$ cat src/rtl/lbist_controller_mc.sv
// lbist_controller_mc: multi-CUT logic-BIST sequencer with cut mask, single-seed mode, watchdog and per-cut error flags.
module lbist_controller_mc #(
  parameter int NUM_CUTS = 2,
  parameter int SEED_BITS = 32,
  parameter int SIGNATURE_BITS = 32,
  parameter int NUM_SEEDS = 8,
  parameter int MAX_OUTPUTS_TO_HASH = 32,
  parameter int MISR_MSG_BITS = $clog2(MAX_OUTPUTS_TO_HASH),
  parameter int TIMEOUT_CYCLES = 256,
  parameter logic [NUM_SEEDS*SEED_BITS-1:0] SEEDS = '0,
  parameter logic [NUM_CUTS*NUM_SEEDS*SIGNATURE_BITS-1:0] SIGNATURES = '0,
  parameter int IDX_BITS = $clog2(NUM_SEEDS)
) (
  input  logic                               clk,
  input  logic                               reset,
  input  logic                               lbist_req_val,
  output logic                               lbist_req_rdy,
  input  logic [NUM_CUTS+IDX_BITS:0]         lbist_req_msg,
  output logic                               lbist_resp_val,
  input  logic                               lbist_resp_rdy,
  output logic [NUM_CUTS*NUM_SEEDS-1:0]      lbist_resp_msg,
  output logic [NUM_CUTS-1:0]                lbist_resp_err,
  output logic [NUM_CUTS-1:0]                lfsr_resp_val,
  output logic [SEED_BITS-1:0]               lfsr_resp_msg,
  input  logic [NUM_CUTS-1:0]                lfsr_resp_rdy,
  output logic [NUM_CUTS-1:0]                misr_req_val,
  output logic [MISR_MSG_BITS:0]             misr_req_msg,
  input  logic [NUM_CUTS-1:0]                misr_req_rdy,
  input  logic [NUM_CUTS-1:0]                misr_resp_val,
  input  logic [NUM_CUTS*SIGNATURE_BITS-1:0] misr_resp_msg,
  output logic [NUM_CUTS-1:0]                misr_resp_rdy,
  output logic [NUM_CUTS-1:0]                lfsr_cut_reset
);
  typedef enum logic [2:0] {IDLE, ISSUE, WAIT, COMP, DONE} state_t;
  localparam int WD_BITS = $clog2(TIMEOUT_CYCLES) + 1;
  localparam int NP = NUM_CUTS * NUM_SEEDS;
  state_t state_q, state_d;
  logic [NUM_CUTS-1:0] mask_q, mask_d, lacc_q, lacc_d, macc_q, macc_d, cap_q, cap_d, err_q, err_d;
  logic single_q, single_d;
  logic [IDX_BITS-1:0] cnt_q, cnt_d;
  logic [WD_BITS-1:0] wd_q, wd_d;
  logic [NP-1:0] pass_q, pass_d;
  logic [NUM_CUTS-1:0] req_mask, sig_fire;
  logic req_single, timeout, run;
  logic [IDX_BITS-1:0] req_idx, idx_clamp;
  assign {req_mask, req_single, req_idx} = lbist_req_msg;
  assign run = !reset;
  // Outputs decode only registered state, so no rdy/val input reaches an output combinationally.
  assign lbist_req_rdy = run && state_q == IDLE;
  assign lbist_resp_val = run && state_q == DONE;
  assign lbist_resp_msg = run ? pass_q : '0;
  assign lbist_resp_err = run ? err_q : '0;
  assign lfsr_resp_val = (run && state_q == ISSUE) ? mask_q & ~lacc_q : '0;
  assign misr_req_val = (run && state_q == ISSUE) ? mask_q & ~macc_q : '0;
  assign lfsr_resp_msg = (run && state_q == ISSUE) ? SEEDS[int'(cnt_q)*SEED_BITS +: SEED_BITS] : '0;
  assign misr_req_msg = (run && state_q == ISSUE) ? (MISR_MSG_BITS+1)'(MAX_OUTPUTS_TO_HASH) : '0;
  assign misr_resp_rdy = (run && state_q == WAIT) ? mask_q & ~cap_q : '0;
  assign lfsr_cut_reset = (run && state_q == COMP) ? mask_q : '0;
  always_comb begin
    state_d = state_q;
    mask_d = mask_q;
    single_d = single_q;
    cnt_d = cnt_q;
    lacc_d = lacc_q;
    macc_d = macc_q;
    cap_d = cap_q;
    err_d = err_q;
    wd_d = wd_q;
    pass_d = pass_q;
    sig_fire = misr_resp_val & misr_resp_rdy;
    timeout = wd_q == WD_BITS'(TIMEOUT_CYCLES - 1);
    idx_clamp = ({1'b0, req_idx} > (IDX_BITS+1)'(NUM_SEEDS - 1)) ? IDX_BITS'(NUM_SEEDS - 1) : req_idx;
    case (state_q)
      IDLE: if (lbist_req_val) begin
        mask_d = req_mask == '0 ? '1 : req_mask;
        single_d = req_single;
        cnt_d = req_single ? idx_clamp : '0;
        pass_d = '0;
        err_d = '0;
        lacc_d = '0;
        macc_d = '0;
        cap_d = '0;
        state_d = ISSUE;
      end
      ISSUE: begin
        lacc_d = lacc_q | (lfsr_resp_val & lfsr_resp_rdy);
        macc_d = macc_q | (misr_req_val & misr_req_rdy);
        if ((lacc_q & macc_q & mask_q) == mask_q) begin
          lacc_d = '0;
          macc_d = '0;
          wd_d = '0;
          state_d = WAIT;
        end
      end
      WAIT: begin
        cap_d = cap_q | sig_fire;
        wd_d = wd_q + 1'b1;
        for (int c = 0; c < NUM_CUTS; c++)
          if (sig_fire[c])
            pass_d[c*NUM_SEEDS + int'(cnt_q)] = misr_resp_msg[c*SIGNATURE_BITS +: SIGNATURE_BITS] ==
              SIGNATURES[(c*NUM_SEEDS + int'(cnt_q))*SIGNATURE_BITS +: SIGNATURE_BITS];
        // Uncaptured cuts keep their cleared pass bit and get a sticky error.
        err_d = timeout ? err_q | (mask_q & ~cap_d) : err_q;
        state_d = ((cap_d & mask_q) == mask_q || timeout) ? COMP : WAIT;
      end
      COMP: begin
        cap_d = '0;
        state_d = (single_q || cnt_q == IDX_BITS'(NUM_SEEDS - 1)) ? DONE : ISSUE;
        cnt_d = state_d == ISSUE ? cnt_q + 1'b1 : cnt_q;
      end
      DONE: state_d = lbist_resp_rdy ? IDLE : DONE;
      default: state_d = IDLE;
    endcase
  end
  always_ff @(posedge clk) begin
    if (reset) begin
      state_q <= IDLE;
      mask_q <= '0;
      single_q <= 1'b0;
      cnt_q <= '0;
      lacc_q <= '0;
      macc_q <= '0;
      cap_q <= '0;
      err_q <= '0;
      wd_q <= '0;
      pass_q <= '0;
    end else begin
      state_q <= state_d;
      mask_q <= mask_d;
      single_q <= single_d;
      cnt_q <= cnt_d;
      lacc_q <= lacc_d;
      macc_q <= macc_d;
      cap_q <= cap_d;
      err_q <= err_d;
      wd_q <= wd_d;
      pass_q <= pass_d;
    end
  end
endmodule

$ cat config.mk
export PLATFORM = sky130hd
export DESIGN_NAME = lbist_controller_mc
export DESIGN_NICKNAME = d
export VERILOG_FILES = /design/src/rtl/lbist_controller_mc.sv
export SDC_FILE = /design/constraint.sdc
export NUM_CORES = 1
export LEC_CHECK = 0
export ABC_AREA = 1
export CAP_MARGIN = 5
export CORE_ASPECT_RATIO = 0.7
export CORE_MARGIN = 8
export CORE_UTILIZATION = 43
export DETAILED_ROUTE_END_ITERATION = 16
export PLACE_DENSITY = 0.87
export SYNTH_ARGS = -nofsm -noshare
export SYNTH_HDL_FRONTEND = slang
export SYNTH_SLANG_ARGS = --single-unit
$ cat constraint.sdc
create_clock -name clk -period 4.5 [get_ports clk]
set_input_delay 0.9 -clock clk [delete_from_list [all_inputs] [get_ports clk]]
set_output_delay 0.9 -clock clk [all_outputs]
set_load 0.005 [all_outputs]
==> impl_metrics.json, run 1 <==
{
  "run_status": "completed",
  "rsz0062_at_grt": "no",
  "power_switching_share_pct": 40.0,
  "portBuffers": 108,
  "holdWs_ns": 0.463,
  "yosysSeqAreaShare_pct": 30.5,
  "start_util_pct": 44.3,
  "endpoint_kind": "output port",
  "n_antenna_cell": 0,
  "synth.avg_cell_area_um2": 6.31,
  "synth_cell_types": 36,
  "cp.arrival_ns": 2.77,
  "final_antenna_net_count": 0,
  "fin_util_pct": 61.8,
  "cts_setup_buffers": 0,
  "fp.coreArea_mm2": 0.00622,
  "fin_skew_ns": 0.0106,
  "grtUsageMet2_pct": 30.9,
  "drive_above_1_share_pct": 5.50,
  "leakagePower_uw": 0.00155,
  "clkSinkCount": 42,
  "dp.cells": 615,
  "worstSkewPairLatency_ns": 0.31,
  "seqPwrFrac_pct": 38.4,
  "ctsLongestPathBuffers": 2,
  "grt_util_all_layers_pct": 18.1,
  "synth_edf_count": 0,
  "io_pins": 146,
  "area_growth_pct": 39.3,
  "slew_headroom_pct": 65.0,
  "use_met3_pct": 4.41,
  "layout_worst_path_cycle_share_pct": 81.6,
  "tns_ns": 0,
  "n_fill_cell": 593,
  "ys_warn_count": 0,
  "grt_overflow": 0,
  "path_class": "primary input to output port",
  "antenna_found_initial": 0,
  "fp-row-count": 24,
  "drc": 0,
  "critPathLaunchType": "primary input",
  "die-width_um": 112,
  "drtIter0Drc": 222,
  "clockRootBuffer": "clkbuf_8",
  "synth-seq-cells": 42,
  "first_pass_iters": 5,
  "cell_internal_pwr_uw": 702,
  "grt_pass1_wl_um": 14000,
  "cts_buffers": 5,
  "clkPwrFrac_pct": 21.1,
  "gp_congestion": 0.878,
  "stdcell_count": 623,
  "syn_inst": 437,
  "detail_route.wl_per_cell_um": 13.6,
  "grtUsageMet1_pct": 21.5,
  "clk_pin_slew_ns": 0.09,
  "grt_max_degree": 38,
  "grt-busiest-layer": "met2",
  "async_flop_share_pct": 0,
  "fp.dieH_um": 83.0,
  "final-setup-viol-count": 0,
  "period_needed_ns": 3.67,
  "slew_viol_final": 0,
  "via_count": 2973,
  "htree_levels": 2,
  "power.switching_uw": 467,
  "final_hold_viol_count": 0,
  "nets": 628,
  "grt_pass1_vias": 3016,
  "wl_um": 8470,
  "viasPerCell": 4.77,
  "synthesis.area_mm2": 0.00276,
  "cts_tree": "built",
  "max_freq_ghz": 0.272,
  "worstHoldPathType": "register to register",
  "worst_ep_required_time_ns": 3.60,
  "p_per_area_mw_per_mm2": 304,
  "ir_worst_vdd_uv": 146,
  "yosys_most_used_dff": "dfxtp_1",
  "pwr-share-comb_pct": 40.4,
  "cap_violations": 0,
  "dp_hpwl_um": 6950,
  "dieArea_mm2": 0.00927,
  "worst_slew_pin_slew_ns": 0.524,
  "cts_resized": 0,
  "cp_max_fo": 16,
  "postCtsHoldBufs": 0
}
[power groups by stage]
stage / logic (uW) / registers, uW / clock network, uW
after floorplan: 320 / 445 / 0
after global placement: 447 / 452 / 0
after detailed placement: 460 / 456 / 0
after CTS: 465 / 448 / 248
after global routing: 528 / 454 / 267
final: 473 / 449 / 247
[state kept, by name, indices dropped and copies added, names as in the netlist]
register / cells
lacc_q: 2
wd_q: 9
err_q: 2
pass_q: 16
mask_q: 2
state_q: 3
cnt_q: 3
cap_q: 2
single_q: 1
macc_q: 2
[metrics by stage]
stage,instance area (um2),worst slack [ns],power [uW]
after floorplan,2890,2.06,765
after global placement,3750,0.904,899
after detailed placement,3750,0.873,916
after CTS,3840,0.851,1160
after global routing,3840,0.636,1250
final,3840,0.826,1170
[worst max-delay path, stage by stage]
cell and delay, ns:
clkdlybuf4s50_1 0.42, inv_1 0.40, nand2_1 0.26, nor3_1 0.24, clkdlybuf4s50_1 0.55
[area by class of cell]
type                            count  area, um2  area share, %
Clock buffer                        6       72.6           1.89
Multi-Input combinational cell    328       1510           39.2
Inverter                           58        220           5.73
Timing Repair Buffer              109       1090           28.3
Clock inverter                      2       13.8          0.358
Sequential cell                    42        841           21.9
Tap cell                           78       97.6           2.54
[worst paths after layout]
check,endpoint,slack [ns],cells past startpoint,startpoint
worst max-delay path,lfsr_resp_val[1],0.83,5,reset
worst min-delay path,err_q[1],0.46,2,err_q[1]
worst max register to register,err_q[0],2.59,12,wd_q[0]
worst min register to register,err_q[1],0.46,2,err_q[1]
[per-layer routing]
metal  vias up  part of all wire, %
met3        17                   10
met4         0                  2.0
li1       1516                    -
met1      1298                   40
met2       142                   48
met5         -                    0
[cell usage after synthesis (4+ instances only)]
cell / count / area, um2
ha_1: 4 / 50.1
nand2_1: 82 / 308
buf_4: 37 / 278
nor3_1: 13 / 65.1
nand4_1: 4 / 25.0
inv_1: 55 / 206
nor2_1: 87 / 327
dfxtp_1: 42 / 841
nand3_1: 19 / 95.1
nand2_2: 6 / 37.5
o21ai_0: 22 / 110
nor2_2: 4 / 25.0
a21oi_1: 28 / 140
[layout by cell type, fill, tap and decap left out, types with 2 or more instances in the layout]
cell / n
clkdlybuf4s50_1: 108
conb_1: 37
nand4_1: 4
nor2_1: 87
nand3_1: 19
a21oi_1: 28
dfxtp_1: 42
ha_1: 4
nor2_2: 4
inv_1: 55
clkbuf_8: 5
nor3_1: 13
nand2_1: 82
nor2_4: 2
a211oi_1: 3
nand2_2: 6
clkinv_2: 3
o21ai_0: 22
o22ai_1: 3
nand3_2: 2
[logic make-up (layout without fill, tap and decap cells)]
| group | after synthesis | after routing | synth area share, % |
|---|---|---|---|
| buffers and inverters | 103 | 175 | 19.7 |
| AND/OR/NAND/NOR | 224 | 224 | 35.4 |
| other | 1 | 37 | 0.136 |
| AO/OA/AOI/OAI | 63 | 63 | 12.4 |
| flip-flops | 42 | 42 | 30.5 |
| adder cells (fa/ha/maj) | 4 | 4 | 1.82 |
Power figures use the tool's default switching activity.
==> run 2, diff against run 1 <==
--- a/config.mk
+++ b/config.mk
@@ -9,9 +9,9 @@
 export CAP_MARGIN = 5
 export CORE_ASPECT_RATIO = 0.7
 export CORE_MARGIN = 8
-export CORE_UTILIZATION = 43
+export CORE_UTILIZATION = 40
 export DETAILED_ROUTE_END_ITERATION = 16
-export PLACE_DENSITY = 0.87
+export PLACE_DENSITY = 0.82
 export SYNTH_ARGS = -nofsm -noshare
 export SYNTH_HDL_FRONTEND = slang
 export SYNTH_SLANG_ARGS = --single-unit
==> constraint.sdc (replaced) <==
create_clock -name clk -period 3.75 [get_ports clk]
set_input_delay 0.75 -clock clk [delete_from_list [all_inputs] [get_ports clk]]
set_output_delay 0.75 -clock clk [all_outputs]
set_load 0.005 [all_outputs]
==> impl_metrics.json, run 2 (same netlist as run 1, synthesis figures left out) <==
{
  "period_needed_ns": 3.12,
  "dp_hpwl_um": 6980,
  "leakagePower_uw": 0.00158,
  "fp.coreArea_mm2": 0.00673,
  "cpMostUsedCell": "clkdlybuf4s50_1",
  "tns_ns": 0,
  "dieArea_mm2": 0.00985,
  "final_common_cell": "clkdlybuf4s50_1",
  "layout_worst_path_cycle_share_pct": 83.2,
  "clockRootBuffer": "clkbuf_8",
  "clk_pin_slew_ns": 0.08,
  "rsz0062_at_grt": "no",
  "path_class": "primary input to output port",
  "postCtsHoldBufs": 0,
  "grt_pass1_vias": 2851,
  "detail_route.wl_per_cell_um": 13.3,
  "portBuffers": 108,
  "cp.arrival_ns": 2.37,
  "worstSkewPairLatency_ns": 0.31,
  "via_count": 3007,
  "run_status": "completed",
  "htree_levels": 2,
  "p_per_area_mw_per_mm2": 392,
  "final_area_mm2": 0.00392,
  "worstHoldPathType": "register to register",
  "multi_input_area_mm2": 0.00151,
  "final-seq-area_um2": 841,
  "n_fill_cell": 647,
  "cap_violations": 0,
  "clkSinkCount": 42,
  "io_pins": 146,
  "largestRegisters": "pass_q: 16 flops, wd_q: 9 flops",
  "cts_setup_buffers": 0,
  "drtIter0Drc": 263,
  "regMostFlops": "pass_q",
  "ctsLongestPathBuffers": 2,
  "grt_pass1_wl_um": 13800,
  "ir_worst_vdd_uv": 195,
  "grt_overflow": 0,
  "viasPerCell": 4.70,
  "drive_above_1_share_pct": 5.86,
  "fp.dieH_um": 85.5,
  "first_pass_iters": 5,
  "postPlaceCellArea_mm2": 0.00378,
  "final-setup-viol-count": 0,
  "cp_max_fo": 9,
  "fp-row-count": 25,
  "crit_family": "buffers and inverters",
  "worst_ep_required_time_ns": 3.00,
  "critPathBufInv": 3,
  "final_cell_mix": "108 x clkdlybuf4s50_1, 87 x nor2_1, 82 x nand2_1, 55 x inv_1, 42 x dfxtp_1",
  "gp_congestion": 0.849,
  "cts_resized": 0,
  "cp_cell_sequence": "clkdlybuf4s50_1 -> inv_1 -> nand2_1 -> nor3_1 -> clkdlybuf4s50_1",
  "endpoint_kind": "output port",
  "fin_skew_ns": 0.0109,
  "final_hold_viol_count": 0,
  "slew_viol_final": 0,
  "cts_buffers": 5,
  "wl_um": 8490,
  "max_freq_ghz": 0.320,
  "preCtsSetupSlack_ns": 0.626,
  "crit_slowest_cell": "clkdlybuf4s50_1",
  "fin_util_pct": 58.3,
  "layout_setup_ws_ns": 0.629,
  "largest_register_ffs": 16,
  "grt_util_all_layers_pct": 17.2,
  "critPathMaxStageDelay_ns": 0.55,
  "n_antenna_cell": 0,
  "critPathLaunchType": "primary input",
  "nets": 629,
  "drc": 0,
  "die-width_um": 115,
  "area_growth_pct": 42.2,
  "start_util_pct": 41.0,
  "grt_max_degree": 38,
  "cts_tree": "built",
  "antenna_found_initial": 0,
  "final_antenna_net_count": 0
}
==> run 2: cell count changes in the layout (fill, tap and decap cells not counted), sizes merged <==
| cell | delta |
|---|---|
| bufinv | +2 |
| buf | +1 |
| clkbuf | -1 |
| clkinv | -1 |
==> run 2: worst paths after layout <==
check,depth (start not counted),slack (ns),from,endpoint
setup / recovery,5,0.63,reset,lfsr_resp_val[1]
hold / removal,2,0.47,wd_q[3],wd_q[3]
setup reg to reg,14,1.82,wd_q[0],state_q[0]
hold reg to reg,2,0.47,wd_q[3],wd_q[3]
==> run 2: layout make-up <==
class,count,share of cell area [%]
Clock buffer,5,1.76
Clock inverter,3,1.76
Inverter,58,5.62
Multi-Input combinational cell,328,38.4
Sequential cell,42,21.5
Tap cell,94,3.00
Timing Repair Buffer,110,28.0
==> run 2: routing by layer <==
layer / wire length, um / vias up / GRT usage (%)
met5: 0 / - / 0
met4: 108 / 0 / 5.11
met3: 774 / 8 / 3.90
met2: 4100 / 129 / 29.1
met1: 3510 / 1352 / 21.1
li1: - / 1518 / -
==> run 2: worst reg2reg max path, delay by kind of cell (launching register included) <==
family	cells	cell delay (ns)
simple gates	8	0.82
flops	1	0.40
compound gates	2	0.18
buf+inv	2	0.12
fa+ha+maj	2	0.34
==> run 2: power breakdown <==
group	internal (uW)	total, uW	switching [uW]
sequential	488	539	51.1
combinational	223	563	340
clock	267	434	167
total	978	1540	558
==> run 2: per-stage QoR <==
stage / power [uW] / std cells / hold WS (ns)
finish: 1540 / 640 / 0.465
global route: 1640 / 640 / 0.490
CTS: 1530 / 640 / 0.468
detailed placement: 1100 / 632 / 0.456
global placement: 1080 / 632 / 0.451
floorplan: 918 / 473 / 0.435
==> run 3, diff against run 2 <==
--- a/config.mk
+++ b/config.mk
@@ -9,9 +9,9 @@
 export CAP_MARGIN = 5
 export CORE_ASPECT_RATIO = 0.7
 export CORE_MARGIN = 8
-export CORE_UTILIZATION = 40
+export CORE_UTILIZATION = 36
 export DETAILED_ROUTE_END_ITERATION = 16
-export PLACE_DENSITY = 0.82
+export PLACE_DENSITY = 0.77
 export SYNTH_ARGS = -nofsm -noshare
 export SYNTH_HDL_FRONTEND = slang
 export SYNTH_SLANG_ARGS = --single-unit
==> constraint.sdc (replaced) <==
create_clock -name clk -period 2.6 [get_ports clk]
set_input_delay 0.52 -clock clk [delete_from_list [all_inputs] [get_ports clk]]
set_output_delay 0.52 -clock clk [all_outputs]
set_load 0.005 [all_outputs]
==> impl_metrics.json, run 3 (same netlist as run 1, synthesis figures left out) <==
{
  "run_status": "completed",
  "critPathLaunchType": "primary input",
  "fin_skew_ns": 0.0166,
  "rsz0062_at_grt": "no",
  "ir_worst_vdd_uv": 239,
  "htree_levels": 2,
  "cap_violations": 0,
  "dp_hpwl_um": 7230,
  "drc": 0,
  "cts_resized": 0,
  "dp.cells": 639,
  "fp-row-count": 26,
  "regMostFlops": "pass_q",
  "critPathMaxStageDelay_ns": 0.52,
  "start_util_pct": 37.5,
  "nets": 632,
  "crit_slowest_cell": "clkdlybuf4s50_1",
  "final_common_cell": "clkdlybuf4s50_1",
  "antenna_found_initial": 0,
  "layout_worst_path_cycle_share_pct": 95.3,
  "worstHoldPathType": "register to register",
  "final_cell_mix": "108 x clkdlybuf4s50_1, 87 x nor2_1, 81 x nand2_1, 55 x inv_1, 42 x dfxtp_1",
  "n_antenna_cell": 0,
  "ctsLongestPathBuffers": 2,
  "cp_max_fo": 5,
  "final-seq-area_um2": 841,
  "fp.coreArea_mm2": 0.00735,
  "n_fill_cell": 753,
  "drtIter0Drc": 170,
  "reg2reg_slack_ns": 0.73,
  "endpoint_kind": "output port",
  "slew_viol_final": 0,
  "grt_pass1_wl_um": 13700,
  "cp.arrival_ns": 1.96,
  "cell_internal_pwr_uw": 1220,
  "power.switching_uw": 817,
  "final-setup-viol-count": 0,
  "p_per_area_mw_per_mm2": 521,
  "cpMostUsedCell": "clkdlybuf4s50_1",
  "grt_util_all_layers_pct": 15.8,
  "detail_route.wl_per_cell_um": 13.5,
  "finalPower_uw": 2040,
  "tns_ns": 0,
  "power_switching_share_pct": 40.0,
  "max_freq_ghz": 0.404,
  "io_pins": 146,
  "grt_pass1_vias": 2846,
  "dieArea_mm2": 0.0108,
  "final_hold_viol_count": 0,
  "postCtsHoldBufs": 0,
  "worstSkewPairLatency_ns": 0.31,
  "cts_setup_buffers": 0,
  "pwr-share-comb_pct": 40.4,
  "via_count": 3005,
  "cts_buffers": 5,
  "stdcell_count": 647,
  "period_needed_ns": 2.48,
  "clkSinkCount": 42,
  "clkPwrFrac_pct": 21.3,
  "portBuffers": 108,
  "seqPwrFrac_pct": 38.2,
  "fp.dieH_um": 89.2,
  "cts_tree": "built",
  "largest_register_ffs": 16,
  "leakagePower_uw": 0.00157,
  "drive_above_1_share_pct": 6.74,
  "cp_cell_sequence": "clkdlybuf4s50_1 -> inv_1 -> nand3_2 -> nor2_2 -> clkdlybuf4s50_1",
  "gp_congestion": 0.847,
  "final_antenna_net_count": 0,
  "grt_max_degree": 21,
  "viasPerCell": 4.64,
  "grt_overflow": 0,
  "path_class": "primary input to output port",
  "area_growth_pct": 42.0,
  "multi_input_area_mm2": 0.00153,
  "die-width_um": 121,
  "worst_ep_required_time_ns": 2.08,
  "wl_um": 8740,
  "clockRootBuffer": "clkbuf_8",
  "clk_pin_slew_ns": 0.10,
  "first_pass_iters": 5,
  "largestRegisters": "pass_q: 16 flops, wd_q: 9 flops"
}
==> run 3: stage by stage <==
step	utilization, %	area, um2	hold WS, ns	setup slack [ns]
6_report	53.2	3910	0.475	0.122
5_1_grt	53.2	3910	0.485	0.0126
4_1_cts	53.0	3890	0.469	0.0324
3_5_place_dp	51.8	3810	0.456	0.0285
3_3_place_gp	51.8	3810	0.448	0.0726
2_1_floorplan	-	2890	0.435	0.918
==> run 3: routing by layer <==
metal  GRT usage, %  vias up  routed length (um)
li1               -     1530                   -
met1           20.2     1353                3820
met2           26.7      113                4160
met3           3.66        9                 687
met4           3.39        0                  72
met5              0        -                   0
==> run 3: cell type report <==
cell class	count	area share, %
clock inverter	2	0.352
clock buffer	6	1.85
timing repair buffer	113	28.6
multi-input combinational	328	39.0
inverter	58	5.63
sequential	42	21.5
tap	98	3.13
==> run 3: final timing paths <==
| check | from | end | cells past startpoint |
|---|---|---|---|
| hold reg to reg | pass_q[0] | pass_q[0] | 2 |
| setup reg to reg | wd_q[0] | err_q[0] | 12 |
| setup / recovery | reset | misr_resp_rdy[0] | 5 |
| hold / removal | pass_q[0] | pass_q[0] | 2 |
==> run 3: power groups by stage <==
stage                     Combinational, uW  Clock (uW)  Sequential (uW)
after CTS                               805         438              775
after global routing                    926         471              792
after global placement                  785           0              787
after detailed placement                800           0              790
after floorplan                         554           0              770
final                                   825         436              780
==> run 3: critical path, delay by kind of cell <==
kind | cells | cell delay [ns]
buf+inv | 3 | 1.11
simple gates | 2 | 0.33
